[config.mk]
export PLATFORM = sky130hd
export DESIGN_NAME = cdb_arbiter
export DESIGN_NICKNAME = d
export VERILOG_FILES = /design/src/rtl/cdb_arbiter.sv
export SDC_FILE = /design/constraint.sdc
export NUM_CORES = 1
export LEC_CHECK = 0
export BUFFER_PORTS_ARGS = -buffer_cell sky130_fd_sc_hd__buf_2
export CORE_MARGIN = 2
export CORE_UTILIZATION = 45
export DETAILED_ROUTE_END_ITERATION = 8
export HOLD_SLACK_MARGIN = 0.15
export PLACE_DENSITY = 0.95
export SLEW_MARGIN = 20
export SYNTH_ARGS = -nofsm -noshare
export SYNTH_HDL_FRONTEND = slang
export SYNTH_SLANG_ARGS = --single-unit
[constraint.sdc]
create_clock -name clk -period 9.85 [get_ports clk]
set_clock_uncertainty 0.05 [all_clocks]
set_input_delay 0.985 -clock clk [delete_from_list [all_inputs] [get_ports clk]]
set_output_delay 0.985 -clock clk [all_outputs]
set_load 0.01 [all_outputs]
[src/rtl/cdb_arbiter.sv]
// cdb_arbiter: round-robin arbiter for the common data bus.
// Picks at most one completed functional-unit result per cycle, starting the
// search at a rotating priority pointer, and registers the winner onto the
// CDB one cycle later. Requests carrying the all-ones "no tag" are granted
// so the FU drains, but are not broadcast.

`ifndef ROB_TAG_LEN
`define ROB_TAG_LEN 6
`endif

module cdb_arbiter #(
    parameter int NUM_FU = 4,
    parameter int TAG_W  = `ROB_TAG_LEN,
    parameter int DATA_W = 32
) (
    input  logic                       clk,
    input  logic                       reset,
    input  logic                       flush,
    input  logic [NUM_FU-1:0]          fu_valid,
    input  logic [NUM_FU*TAG_W-1:0]    fu_tag,
    input  logic [NUM_FU*DATA_W-1:0]   fu_data,
    output logic [NUM_FU-1:0]          fu_grant,
    output logic                       cdb_valid,
    output logic [TAG_W-1:0]           cdb_tag,
    output logic [DATA_W-1:0]          cdb_data,
    output logic [$clog2(NUM_FU)-1:0]  cdb_src
);

    localparam int               SRC_W    = $clog2(NUM_FU);
    localparam logic [TAG_W-1:0] NO_TAG   = '1;
    localparam logic [SRC_W:0]   NUM_FU_X = (SRC_W+1)'(NUM_FU);
    localparam logic [SRC_W-1:0] LAST_FU  = SRC_W'(NUM_FU - 1);

    logic [SRC_W-1:0]  ptr;
    logic [SRC_W-1:0]  ptr_next;
    logic [SRC_W-1:0]  win_idx;
    logic              win_found;
    logic [SRC_W:0]    scan_idx;
    logic [TAG_W-1:0]  tag_arr  [NUM_FU];
    logic [DATA_W-1:0] data_arr [NUM_FU];
    logic [TAG_W-1:0]  win_tag;
    logic [DATA_W-1:0] win_data;

    // Split the flat per-FU tag/data buses into indexable arrays.
    always_comb begin
        for (int i = 0; i < NUM_FU; i++) begin
            tag_arr[i]  = fu_tag[i*TAG_W +: TAG_W];
            data_arr[i] = fu_data[i*DATA_W +: DATA_W];
        end
    end

    // Scan from ptr upward with explicit wrap; first valid FU wins, nothing wins under reset/flush.
    always_comb begin
        win_found = 1'b0;
        win_idx   = '0;
        scan_idx  = '0;
        if (!reset && !flush) begin
            for (int k = 0; k < NUM_FU; k++) begin
                scan_idx = {1'b0, ptr} + (SRC_W+1)'(k);
                if (scan_idx >= NUM_FU_X) begin
                    scan_idx = scan_idx - NUM_FU_X;
                end
                if (!win_found && fu_valid[scan_idx[SRC_W-1:0]]) begin
                    win_found = 1'b1;
                    win_idx   = scan_idx[SRC_W-1:0];
                end
            end
        end
    end

    // Decode the one-hot grant, select the winner's payload and compute the pointer successor.
    always_comb begin
        fu_grant = '0;
        if (win_found) begin
            fu_grant[win_idx] = 1'b1;
        end
        win_tag  = tag_arr[win_idx];
        win_data = data_arr[win_idx];
        ptr_next = (win_idx == LAST_FU) ? '0 : win_idx + 1'b1;
    end

    // Priority pointer and CDB output register; flush squashes the next broadcast and rewinds ptr.
    always_ff @(posedge clk or posedge reset) begin
        if (reset) begin
            ptr       <= '0;
            cdb_valid <= 1'b0;
            cdb_tag   <= NO_TAG;
            cdb_data  <= '0;
            cdb_src   <= '0;
        end else if (flush) begin
            ptr       <= '0;
            cdb_valid <= 1'b0;
            cdb_tag   <= NO_TAG;
        end else if (win_found) begin
            ptr <= ptr_next;
            if (win_tag != NO_TAG) begin
                cdb_valid <= 1'b1;
                cdb_tag   <= win_tag;
                cdb_data  <= win_data;
                cdb_src   <= win_idx;
            end else begin
                cdb_valid <= 1'b0;
                cdb_tag   <= NO_TAG;
            end
        end else begin
            cdb_valid <= 1'b0;
            cdb_tag   <= NO_TAG;
        end
    end

endmodule

-- Word level (Yosys, flattened, before mapping)
Index checks and enable logic that the tools add are counted.
- bits in registers: 43
- input port bits: 159
- word-level logic and storage cells: 87
- output and inout port bits: 45
- mux-type cells: 47
- magnitude comparators: 11
- add/sub/neg operators: 8
- reduce and logical (&&, ||, !) cells: 12
- eq/ne operators: 2
- bitwise gates (word level): 2
- operators with widths (kind ; number):
    $bmux W32 S2 ; 1
    $mux W32 ; 2
    $mux W2 ; 16
    $mux W6 ; 5
    $mux W1 ; 16
    $lt A2 B3 Y1 const B ; 5
    $bmux W6 S2 ; 1
    $ge A3 B3 Y1 const B ; 4
    $bmux W1 S2 ; 4
    $sub A2 B1 Y2 const B ; 4
    $add A2 B2 Y3 const B ; 2
    $ne A6 B6 Y1 const B ; 1
    $logic_and A1 B1 Y1 ; 5
    $logic_not A1 Y1 ; 5
    $mux W4 ; 1
    $add A2 B1 Y3 const B ; 1
    $ge A2 B3 Y1 const B ; 1
    $not A2 Y3 ; 1
    $reduce_and A3 Y1 ; 1
    $add A2 B1 Y2 const B ; 1
    $demux W1 S2 ; 1
    $eq A2 B2 Y1 const B ; 1
    $ge A2 B1 Y1 const B ; 1
    $reduce_bool A2 Y1 ; 1
    $not A1 Y1 ; 1

-- Longest topological paths before layout
- depth after elaboration: 27
- gate-level depth with buffers: 12
- depth with buffers taken out: 9

-- Least setup slack after synthesis
Ideal clock, no wire load.
- path kind: input to output
- from: in fu_valid[0]
- to: out fu_grant[0]
- buffers on the path: 2
- required time: 8.815 ns
- arrival time: 2.891 ns
- stages: 9
- path slack: 5.924 ns
- cells stage by stage: and2b_1 > a21oi_1 > a311oi_1 > and2_1 > clkbuf_1 > inv_2 > buf_1 > ha_1 > and2_1
- cells in the longest elaborated chain, start to end: 21
- elaborated cells between the ends (all ways): 33
- those cells by class: order compare (2); mux (24); reduce/logical (7)
- ends and longest elaborated chain (what ; line ; RTL):
    start: declaration ; 19 ; input logic [NUM_FU-1:0] fu_valid,
    $bmux W1 S2 ; 63 ; if (!win_found && fu_valid[scan_idx[SRC_W-1:0]]) begin
    $mux W1 (not written as such) ; 63 ;
    $mux W1 ; 63 ;
    $mux W1 ; 57 ; if (!reset && !flush) begin
    $logic_not A1 Y1 ; 63 ;
    $logic_and A1 B1 Y1 ; 63 ;
    $mux W1 ; 63 ;
    $mux W1 ; 57 ;
    (+6 left out) ; - ;
    $mux W2 * ; 63 ;
    $mux W2 * ; 57 ;
    named net win_idx[0] ; 36 ; logic [SRC_W-1:0] win_idx;
    $lt A2 B3 Y1 (not written as such) or $ge A2 B1 Y1 (tied branches) ; 75 ; fu_grant[win_idx] = 1'b1;
    $logic_and A1 B1 Y1 (not written as such) ; 75 ;
    $mux W1 (not written as such) ; 75 ;
    $demux W1 S2 * ; 75 ;
    $mux W4 * ; 74 ; if (win_found) begin
    end: declaration ; 22 ; output logic [NUM_FU-1:0] fu_grant,
Mark *: on every way through the listed nets, which the timed path passes. The rest lies on a longest branch. The select of a mux whose other input is x is not followed.

-- Worst setup path after layout
- from: in fu_valid[0]
- to: out fu_grant[2]
- cells in the longest elaborated chain, start to end: 21
- elaborated cells between the ends (all ways): 33
- those cells by class: order compare (2); mux (24); reduce/logical (7)
- ends and longest elaborated chain (what ; line):
    $bmux W1 S2 ; 63
    $mux W1 (not written as such) ; 63
    $mux W1 ; 63
    $mux W1 ; 57
    $logic_not A1 Y1 ; 63
    $logic_and A1 B1 Y1 ; 63
    $mux W1 ; 63
    $mux W1 ; 57
    (+5 left out) ; -
    $logic_and A1 B1 Y1 ; 63
    $mux W2 ; 63
    $mux W2 ; 57
    $lt A2 B3 Y1 (not written as such) or $ge A2 B1 Y1 (tied branches) ; 75
    $logic_and A1 B1 Y1 (not written as such) ; 75
    $mux W1 (not written as such) ; 75
    $demux W1 S2 ; 75
    $mux W4 * ; 74
Every way passes the cells marked *; elsewhere a longest branch is shown, timed or not. The select of a mux whose other input is x is not followed.

==> impl_metrics.json <==
{
  "status": "completed",
  "hpwl_mm": 6.506,
  "area_growth_pct": 39.48,
  "vias": 2514,
  "dieArea_sq_um": 7176,
  "synth-edff-count": 0,
  "r2r_slack_ns": 5.93,
  "finalSetupViolations": 0,
  "fp.dieH_microns": 84.71,
  "postSynthAreaPerCell_sq_um": 15.27,
  "cts_buffer_depth": 2,
  "fin_nets": 554,
  "drc": 0,
  "grt_setup_unrepaired": "false",
  "finalPower_uw": 577.4,
  "fin_crit_ns": 4.763,
  "p_leak_nw": 2.071,
  "drt_iter0_markers": 68,
  "drive_above_1_share": 0.7551,
  "cts_tree": "yes",
  "htreeDepth": 2,
  "crit_type": "in2out",
  "min_path_type": "reg2reg",
  "min_to": "cdb_data[16]",
  "slew-limit-headroom": 0.4011,
  "drv_cap": 0,
  "port_buffers": 203,
  "clk_latency_ns": 0.29,
  "grt-ovfl-total": 0,
  "netlist_instances": 192,
  "ctsHoldBuffers": 0,
  "power.density_nw_per_um2": 141.2,
  "dp.cells": 461,
  "crit_required_ns": 8.82,
  "timing.fmax_ghz": 0.2100,
  "synth_ff_type": "dfrtp_1",
  "io_pins": 204,
  "arrival_ns": 3.73,
  "grt_pass1_wl_mm": 12.89,
  "seq_area_frac_synth": 0.3696,
  "grt_pass1_vias": 2760,
  "synth_area_sq_um": 2932,
  "numCtsBuffers": 5,
  "worstMarginPinSlew_ns": 0.8971,
  "cts_root_buf": "clkbuf_8",
  "placementRows": 29,
  "ant_nets": 0,
  "pre_cts_slack_ns": 5.082,
  "grt_usage": 0.2279,
  "synthArstFlopShare": 1.000,
  "numClockSinks": 43,
  "cp_max_fo": 38,
  "rr_startpoint": "ptr[1]",
  "min_path_cells": 1,
  "tns_ns": 0,
  "r2r_end": "cdb_data[14]",
  "hp-start": "cdb_data[16]",
  "slew_violations": 0,
  "syn-num-nets": 355,
  "r2r_cells": 8,
  "postCtsSetupRepairBufs": 0,
  "die_x_microns": 84.71,
  "first_pass_iters": 5,
  "drt_wl_total_mm": 8.149,
  "grt_max_degree": 44,
  "antenna_found_initial": 0,
  "final_cells": 469,
  "synth.distinct_cells": 36,
  "synth-seq-cells": 43,
  "routedWlPerCell_microns": 17.38,
  "gp_congestion": 0.8059,
  "vdd_drop_max_mv": 0.08215,
  "cp-end-kind": "output port",
  "path_clk_slew_ns": 0.09,
  "startpoint_type": "input pin",
  "vias_per_cell": 5.360,
  "setup_slack_ns": 5.087,
  "final_hold_viol_count": 0,
  "synth-warning-count": 0,
  "antenna_cells": 0,
  "coreArea_sq_um": 6314,
  "start_util": 0.4643,
  "fin_worst_hold_slack_ns": 0.4563,
  "fin_crit_sh": 0.4835,
  "cts_resized": 0
}
-- cells in the final DEF, fill, tap and decap left out, drive strengths merged, types with 3 or more instances in the layout --
| master | synthesis | routed |
|---|---|---|
| a21oi | 4 | 4 |
| and2 | 5 | 5 |
| buf | 9 | 205 |
| clkbuf | 4 | 5 |
| dfrtp | 37 | 37 |
| dfstp | 6 | 6 |
| ha | 4 | 4 |
| mux2 | 39 | 39 |
| mux2i | 9 | 9 |
| mux4 | 32 | 32 |
| nand2 | 13 | 13 |
| nand2b | 3 | 3 |
| nor2 | 4 | 4 |
| o21ai | 3 | 3 |
-- worst max path at each step --
stage                    to        start
6_report        fu_grant[2]  fu_valid[0]
5_1_grt         fu_grant[2]  fu_valid[3]
4_1_cts         fu_grant[3]  fu_valid[3]
3_5_place_dp   cdb_data[14]  fu_valid[0]
3_3_place_gp    fu_grant[3]  fu_valid[3]
2_1_floorplan   fu_grant[0]  fu_valid[0]
-- per-stage QoR --
stage / instance area, sq um / utilization
final: 4089 / 0.6476
after floorplan: 2932 / -
after global placement: 3944 / 0.6247
after global routing: 4089 / 0.6476
after CTS: 4080 / 0.6463
after detailed placement: 3944 / 0.6247
-- synthesized netlist by cell type, drive strengths merged, types with 2 or more instances --
cell type / count / area [sq um]
buf: 9 / 101.3
dfrtp: 37 / 925.9
dfstp: 6 / 157.7
nand2b: 3 / 18.77
mux2: 39 / 548.0
nand3b: 2 / 15.01
a21oi: 4 / 20.02
o21ai: 3 / 15.01
mux4: 32 / 720.7
mux2i: 9 / 90.09
and2: 5 / 31.28
nand2: 13 / 48.80
inv: 3 / 11.26
clkbuf: 4 / 15.01
nor2: 4 / 15.01
ha: 4 / 50.05
-- cell type report --
cell class	instances	area (sq um)
clock buffers	5	68.82
clock inverters	3	67.56
fillers	532	2225
inverters	4	16.27
multi-input cells	132	1725
flip-flops and latches	43	1084
well taps	77	96.34
repair buffers	205	1031
-- critical path, cell delays in order --
cell and delay [ns]:
buf_2 0.13, and2b_1 0.26, a21oi_1 0.09, a311oi_1 0.24
and2_1 0.46, clkinv_2 0.79, ha_1 0.48, and2_1 0.13
buf_2 0.13
-- sequential cells by signal (all words and copies together), names as in the netlist --
| register | flops |
|---|---|
| cdb_data | 32 |
| cdb_tag | 6 |
| cdb_src | 2 |
| ptr | 2 |
| cdb_valid | 1 |
-- routing by layer --
layer / global-route usage / part of all wire / up-vias
li1: - / - / 1140
met1: 0.2458 / 0.34 / 1226
met2: 0.4352 / 0.56 / 135
met3: 0.05113 / 0.081 / 13
met4: 0.07648 / 0.013 / 0
met5: 0 / 0 / -
-- cells by family (layout without fill, tap and decap cells) --
| group | count (synthesis) | after routing | synth area share |
|---|---|---|---|
| compound gates | 16 | 16 | 0.04823 |
| fa+ha+maj | 4 | 4 | 0.01707 |
| buf+inv | 17 | 217 | 0.04481 |
| flops | 43 | 43 | 0.3696 |
| mux | 80 | 80 | 0.4635 |
| simple gates | 32 | 32 | 0.05677 |
-- report_power, final --
part / internal (mW) / switching, mW
clock: 0.101 / 0.0612
combinational: 0.112 / 0.0757
sequential: 0.209 / 0.0185
Note: power is estimated with default switching activity, not from simulation.
